## src/rtl/neopixel_pkg.sv

```systemverilog
// neopixel_pkg: timing helpers, status bit indices and receiver state encoding shared by the neopixel blocks
package neopixel_pkg;
  localparam int DEFAULT_CLOCK_SPEED_HZ = 50_000_000;
  localparam int DEFAULT_NUMBER_OF_NEOPIXEL = 35;
  localparam int ST_FRAME_VALID = 0;
  localparam int ST_OVERFLOW = 1;
  localparam int ST_PULSE_ERROR = 2;
  localparam int ST_PARTIAL = 3;
  typedef enum logic [1:0] {ARM, IDLE, HIGH, LOW} rx_state_e;
  function automatic int t_min_high(int hz);
    return hz / 10_000_000;
  endfunction
  function automatic int t_bit_thresh(int hz);
    return hz / 2_222_222;
  endfunction
  function automatic int t_max_high(int hz);
    return hz / 666_666;
  endfunction
  function automatic int t_latch(int hz);
    return hz / 20_000;
  endfunction
endpackage

```

## src/rtl/neopixel_receiver_pulse_timer.sv

```systemverilog
// neopixel_pulse_timer: synchronizes the one-wire line, flags its edges and measures the current level's length
module neopixel_pulse_timer (
  input  logic        clock,
  input  logic        reset,
  input  logic        one_wire,
  output logic        line,
  output logic        rise,
  output logic        fall,
  output logic [15:0] width
);
  logic meta_q, sync_q, prev_q;
  logic [15:0] width_q, width_d;
  // restarts at 1 so the value seen on an edge is the full length of the level just ended
  always_comb begin
    rise = sync_q & ~prev_q;
    fall = ~sync_q & prev_q;
    width_d = (rise | fall) ? 16'd1 : (&width_q ? width_q : width_q + 16'd1);
  end
  always_ff @(posedge clock or negedge reset)
    if (!reset) begin
      meta_q <= 1'b0;
      sync_q <= 1'b0;
      prev_q <= 1'b0;
      width_q <= '0;
    end else begin
      meta_q <= one_wire;
      sync_q <= meta_q;
      prev_q <= sync_q;
      width_q <= width_d;
    end
  assign line = sync_q;
  assign width = width_q;
endmodule

```

## src/rtl/neopixel_receiver.sv

```systemverilog
// neopixel_receiver: decodes WS2812 one-wire frames into pixel words readable over Avalon-MM
module neopixel_receiver
  import neopixel_pkg::*;
#(
  parameter int CLOCK_SPEED_HZ = DEFAULT_CLOCK_SPEED_HZ,
  parameter int NUMBER_OF_NEOPIXEL = DEFAULT_NUMBER_OF_NEOPIXEL
) (
  input  logic        clock,
  input  logic        reset,
  input  logic [7:0]  address,
  input  logic        write,
  input  logic [31:0] writedata,
  input  logic        read,
  output logic [31:0] readdata,
  output logic        waitrequest,
  input  logic        one_wire,
  output logic        frame_done
);
  localparam logic [15:0] T_MIN = 16'(t_min_high(CLOCK_SPEED_HZ));
  localparam logic [15:0] T_BIT = 16'(t_bit_thresh(CLOCK_SPEED_HZ));
  localparam logic [15:0] T_MAX = 16'(t_max_high(CLOCK_SPEED_HZ));
  localparam logic [15:0] T_LAT = 16'(t_latch(CLOCK_SPEED_HZ));
  localparam logic [31:0] MAX_BITS = 32'(24 * NUMBER_OF_NEOPIXEL);
  localparam logic [7:0] NP8 = 8'(NUMBER_OF_NEOPIXEL);
  localparam int AW = $clog2(NUMBER_OF_NEOPIXEL);
  localparam int PW = $clog2(NUMBER_OF_NEOPIXEL + 1);
  rx_state_e state_q, state_d;
  logic [31:0] bit_ctr_q, bit_ctr_d, frame_count_q, frame_count_d;
  logic [4:0] bit_pos_q, bit_pos_d;
  logic [PW-1:0] pix_q, pix_d;
  logic [23:0] shift_q, shift_d;
  logic [23:0] pixel_q [NUMBER_OF_NEOPIXEL];
  logic [23:0] pixel_d [NUMBER_OF_NEOPIXEL];
  logic [15:0] pixels_last_q, pixels_last_d;
  logic frame_valid_q, frame_valid_d, overflow_q, overflow_d;
  logic pulse_error_q, pulse_error_d, partial_q, partial_d;
  logic frame_done_q, frame_done_d;
  logic line, rise, fall;
  logic [15:0] width;
  logic [31:0] status;
  logic [AW-1:0] rd_idx;
  logic unused_bus;
  neopixel_pulse_timer u_timer (
    .clock(clock), .reset(reset), .one_wire(one_wire),
    .line(line), .rise(rise), .fall(fall), .width(width)
  );
  always_comb begin
    state_d = state_q;
    bit_ctr_d = bit_ctr_q;
    frame_count_d = frame_count_q;
    bit_pos_d = bit_pos_q;
    pix_d = pix_q;
    shift_d = shift_q;
    pixel_d = pixel_q;
    pixels_last_d = pixels_last_q;
    frame_done_d = 1'b0;
    {frame_valid_d, overflow_d, pulse_error_d, partial_d} = {frame_valid_q, overflow_q, pulse_error_q, partial_q};
    // the clear is applied first so any flag set in the same cycle wins
    if (write && address == 8'd0)
      {frame_valid_d, overflow_d, pulse_error_d, partial_d} = '0;
    case (state_q)
      ARM: if (!line && width >= T_LAT) state_d = IDLE;
      IDLE: if (rise) state_d = HIGH;
      HIGH:
        if (width >= T_MAX) begin
          state_d = ARM;
          pulse_error_d = 1'b1;
          bit_ctr_d = '0;
          bit_pos_d = '0;
          pix_d = '0;
        end else if (fall) begin
          state_d = LOW;
          if (width >= T_MIN && bit_ctr_q >= MAX_BITS)
            overflow_d = 1'b1;
          else if (width >= T_MIN) begin
            shift_d[bit_pos_q] = width >= T_BIT;
            bit_ctr_d = bit_ctr_q + 32'd1;
            bit_pos_d = (bit_pos_q == 5'd23) ? 5'd0 : bit_pos_q + 5'd1;
            pix_d = (bit_pos_q == 5'd23) ? pix_q + PW'(1) : pix_q;
            if (bit_pos_q == 5'd23) pixel_d[AW'(pix_q)] = shift_d;
          end
        end
      LOW:
        if (rise)
          state_d = HIGH;
        else if (width >= T_LAT) begin
          state_d = IDLE;
          if (bit_ctr_q != 32'd0) begin
            frame_valid_d = 1'b1;
            partial_d = bit_pos_q != 5'd0;
            pixels_last_d = 16'(pix_q);
            frame_count_d = frame_count_q + 32'd1;
            bit_ctr_d = '0;
            bit_pos_d = '0;
            pix_d = '0;
            frame_done_d = 1'b1;
          end
        end
    endcase
  end
  always_ff @(posedge clock or negedge reset)
    if (!reset) begin
      state_q <= ARM;
      bit_ctr_q <= '0;
      frame_count_q <= '0;
      bit_pos_q <= '0;
      pix_q <= '0;
      shift_q <= '0;
      pixel_q <= '{default: '0};
      pixels_last_q <= '0;
      {frame_valid_q, overflow_q, pulse_error_q, partial_q} <= '0;
      frame_done_q <= 1'b0;
    end else begin
      state_q <= state_d;
      bit_ctr_q <= bit_ctr_d;
      frame_count_q <= frame_count_d;
      bit_pos_q <= bit_pos_d;
      pix_q <= pix_d;
      shift_q <= shift_d;
      pixel_q <= pixel_d;
      pixels_last_q <= pixels_last_d;
      {frame_valid_q, overflow_q, pulse_error_q, partial_q} <= {frame_valid_d, overflow_d, pulse_error_d, partial_d};
      frame_done_q <= frame_done_d;
    end
  always_comb begin
    status = {pixels_last_q, 16'h0000};
    status[ST_FRAME_VALID] = frame_valid_q;
    status[ST_OVERFLOW] = overflow_q;
    status[ST_PULSE_ERROR] = pulse_error_q;
    status[ST_PARTIAL] = partial_q;
  end
  assign rd_idx = AW'(address - 8'd1);
  assign readdata = (address == 8'd0) ? status :
                    (address <= NP8) ? {8'h00, pixel_q[rd_idx]} :
                    (address == NP8 + 8'd1) ? frame_count_q : 32'hDEAD_BEEF;
  assign waitrequest = 1'b0;
  assign frame_done = frame_done_q;
  assign unused_bus = ^{read, writedata};
endmodule
```

## config.mk

```make
export PLATFORM = sky130hd
export DESIGN_NAME = neopixel_receiver
export DESIGN_NICKNAME = d
export VERILOG_FILES = /design/src/rtl/neopixel_pkg.sv /design/src/rtl/neopixel_receiver_pulse_timer.sv /design/src/rtl/neopixel_receiver.sv
export SDC_FILE = /design/constraint.sdc
export NUM_CORES = 2
export LEC_CHECK = 0
export CORE_AREA = 4 4 359 361
export DETAILED_ROUTE_END_ITERATION = 16
export DIE_AREA = 0 0 363 365
export GPL_TIMING_DRIVEN = 1
export HOLD_SLACK_MARGIN = 0.03
export PLACE_DENSITY_LB_ADDON = 0.1
export SYNTH_ARGS = -nofsm -noshare
export SYNTH_HDL_FRONTEND = slang
export SYNTH_SLANG_ARGS = --single-unit
```

## constraint.sdc

```tcl
create_clock -name clock -period 7.9 [get_ports clock]
set_input_delay 1.58 -clock clock [delete_from_list [all_inputs] [get_ports clock]]
set_output_delay 1.58 -clock clock [all_outputs]
set_load 0.02 [all_outputs]
```

==> impl_metrics.json <==
{
  "drt_wl_total_microns": 154000,
  "hold_buffers": 0,
  "grt.overflow.total": 0,
  "vias_per_cell": 5.52,
  "ant_nets": 0,
  "syn_inst": 4096,
  "critPathLaunch": "address[1]",
  "worstMarginPinSlew_ps": 1300,
  "port_buffers": 44,
  "pwr-share-seq_pct": 46.1,
  "tns_ps": 0,
  "fin_hold_ws_ps": 358,
  "grt_pass1_vias": 32900,
  "yosys-top-cells-area": "dfrtp_1, mux4_2, o21ai_0",
  "finalSetupViolCount": 0,
  "p_clk_share_pct": 49.4,
  "ys_types": 69,
  "dp_hpwl_microns": 91700,
  "firstDrtPassIters": 5,
  "die_area_sq_um": 132000,
  "clock_path_buffers": 3,
  "gp_congestion": 0.833,
  "crit_arrival_ps": 5810,
  "critPathMaxFanout": 46,
  "start_kind": "input port",
  "ys.flop_type": "dfrtp_1",
  "ctsResizeCount": 0,
  "drv_slew": 0,
  "start_util_pct": 34.9,
  "power.leakage_nw": 21.1,
  "synth_fp_nets": 4156,
  "grt_pass1_wl_microns": 230000,
  "critical_path.endpoint": "readdata[20]",
  "synthArstFlopShare_pct": 100,
  "crit_chain": "clkdlybuf4s50_1 > inv_1 > ha_4 > buf_12 > mux4_2 > mux2i_1 > a21oi_1 > a222oi_1 > o221ai_1 > clkdlybuf4s50_1",
  "fin_nets": 4099,
  "skew_ps": 22.3,
  "setup_ws_ps": 513,
  "drive_gt1_share_pct": 14.0,
  "clkLatencyLatePin_ps": 740,
  "cts-root-buf": "clkbuf_16",
  "r2r-start": "u_timer.width[0]$_DFFE_PN0P_",
  "power.density_nw_per_um2": 217,
  "core_sq_um": 125000,
  "timing_worst_setup_path_type": "in -> out",
  "htree_num_levels": 3,
  "grt_start_max_net_pins": 161,
  "pwr-share-comb_pct": 4.5,
  "dr_total_vias": 31900,
  "max_stage_delay_ps": 610,
  "area_growth_pct": 13.8,
  "clock_sinks": 971,
  "cts_tree": "done",
  "internal_power_mw": 8.25,
  "post_cts_buffers": 0,
  "synth_top_area_cell": "dfrtp_1",
  "ys_seq_area_share_pct": 55.4,
  "rr_worst_depth": 7,
  "switching_share_pct": 23.7,
  "synth.cell_area_sq_um": 43800,
  "wire_per_inst_microns": 26.5,
  "hold_viol": 0,
  "slew_headroom_pct": 13.3,
  "r2r-end": "pixel_q[334]$_DFFE_PN0P_",
  "post-place-cells": 5575,
  "cp_slowest_cell": "clkdlybuf4s50_1",
  "clk_pin_slew_ps": 60,
  "cts_buffers": 112,
  "track_usage_pct": 23.4,
  "synth_edf_count": 0,
  "crit_top_cell": "clkdlybuf4s50_1",
  "die_x_microns": 363,
  "finalCritPeriodShare_pct": 93.5,
  "antenna_found_initial": 4,
  "clock.fmax_mhz": 135,
  "drtIter0Drc": 2830,
  "die_h_microns": 365,
  "final_cells": 5786,
  "outcome": "complete, no violations",
  "reg2reg_slack_ps": 3780,
  "ir_worst_vdd_mv": 0.163,
  "power.switching_mw": 2.56,
  "synth_top_area_share_pct": 55.4,
  "yosysWarnings": 0,
  "critPathRequiredTime_ps": 6320,
  "syn_area_per_cell_sq_um": 10.7,
  "pre_cts_slack_ps": 556,
  "rows": 130,
  "drc": 0,
  "synth-seq-cells": 971,
  "rsz0062_at_grt": "false",
  "max_cap_violations": 0,
  "total_power_mw": 10.8,
  "setup.worst_path.end_class": "output port",
  "io_pins": 79,
  "fin_crit_ps": 7390,
  "hold_path.class": "reg -> reg"
}
[metrics by stage]
step	area, sq um	utilization [%]
after detailed placement	46100	36.7
after floorplan	43800	-
after global routing	49900	39.8
final	49900	39.8
after global placement	46100	36.7
after CTS	49900	39.8
[synth_stat cells (6+ instances only)]
cell,number
nand2_1,1018
dfrtp_1,971
o21ai_0,771
mux4_2,218
clkbuf_1,158
o21ai_1,126
buf_2,90
nor2_1,78
clkbuf_2,66
nand4_1,57
nand3_1,55
mux2i_1,41
xnor2_1,35
nor2b_1,31
a21oi_1,29
and3_1,26
buf_1,23
inv_1,22
mux2i_4,20
nor4_1,18
o21a_1,16
ha_1,15
and2_1,13
nor3_1,13
mux2_2,12
a31oi_1,11
o2111ai_1,11
o22ai_1,11
xor2_1,11
o221ai_1,10
or3_1,10
a211oi_1,9
nand2b_1,9
o211ai_1,9
a211o_1,8
a21o_1,6
[placed cells by master (no fill, tap or decap), types with 34 or more instances in the layout]
master | synthesis | final
buf_4 | 1 | 111
clkbuf_16 | 0 | 112
clkdlybuf4s50_1 | 0 | 42
dfrtp_1 | 971 | 971
mux2i_1 | 41 | 38
mux4_2 | 218 | 218
nand2_1 | 1018 | 1018
nand3_1 | 55 | 55
nand4_1 | 57 | 57
nor2_1 | 78 | 78
o21ai_0 | 771 | 771
o21ai_1 | 126 | 126
xnor2_1 | 35 | 34
[state kept, by name, indices dropped and copies added, names as in the netlist]
register and cells:
u_timer.line 1, partial_q 1, u_timer.prev_q 1, pixels_last_q 6, pixel_q 840, overflow_q 1
shift_q 24, frame_valid_q 1, pulse_error_q 1, pix_q 6, state_q 2, bit_pos_q 5
frame_count_q 32, u_timer.meta_q 1, bit_ctr_q 32, frame_done 1, u_timer.width 16
[logic make-up (layout without fill, tap and decap cells)]
logic type | count (synthesis) | count (layout) | share of synthesized area, %
AOI/OAI and AO/OA | 1047 | 1047 | 12.8
xor gates and xnor gates | 46 | 46 | 0.919
adders and majority gates | 15 | 15 | 0.428
buffers and inverters | 362 | 397 | 3.59
DFF | 971 | 971 | 55.4
muxes | 292 | 292 | 13.5
other | 1 | 6 | 0.00856
and+or+nand+nor | 1362 | 1362 | 13.3
[how the worst min path moves through the flow]
stage	startpoint	end	slack (ps)	depth (start not counted)
2_1_floorplan	u_timer.meta_q$_DFF_PN0_	u_timer.line$_DFF_PN0_	330	0
3_3_place_gp	u_timer.meta_q$_DFF_PN0_	u_timer.line$_DFF_PN0_	340	0
3_5_place_dp	u_timer.meta_q$_DFF_PN0_	u_timer.line$_DFF_PN0_	340	0
4_1_cts	u_timer.meta_q$_DFF_PN0_	u_timer.line$_DFF_PN0_	370	0
5_1_grt	u_timer.meta_q$_DFF_PN0_	u_timer.line$_DFF_PN0_	370	0
6_report	u_timer.meta_q$_DFF_PN0_	u_timer.line$_DFF_PN0_	360	0
[power by group through the flow]
stage	Clock, mW	Sequential (mW)	Combinational [mW]
finish	5.34	4.99	0.482
global route	5.66	4.98	0.523
CTS	5.46	4.99	0.495
detailed placement	0	5.08	0.494
global placement	0	5.08	0.495
floorplan	0	5.08	0.226
[routing by layer]
metal	vias up	track usage (%)	share of wire [%]
li1	14300	-	-
met3	213	4.22	5.9
met2	790	36.8	46
met1	16600	33.5	46
met5	-	0	0
met4	0	6.16	2.7
[critical path, delay by kind of cell]
| family | cells | cell delay, ps |
|---|---|---|
| multiplexers | 2 | 890 |
| AO/OA/AOI/OAI | 3 | 1200 |
| buffers and inverters | 4 | 1630 |
| adder cells (fa/ha/maj) | 1 | 400 |
[final cells by class]
type / instances / area [sq um]
Tap cell: 1650 / 2060
Sequential cell: 971 / 24300
Clock buffer: 170 / 3310
Antenna cell: 5 / 12.5
Inverter: 22 / 82.6
Fill cell: 12400 / 75500
Clock inverter: 36 / 458
Timing Repair Buffer: 169 / 1560
Multi-Input combinational cell: 2763 / 18100
Power figures use the tool's default switching activity.
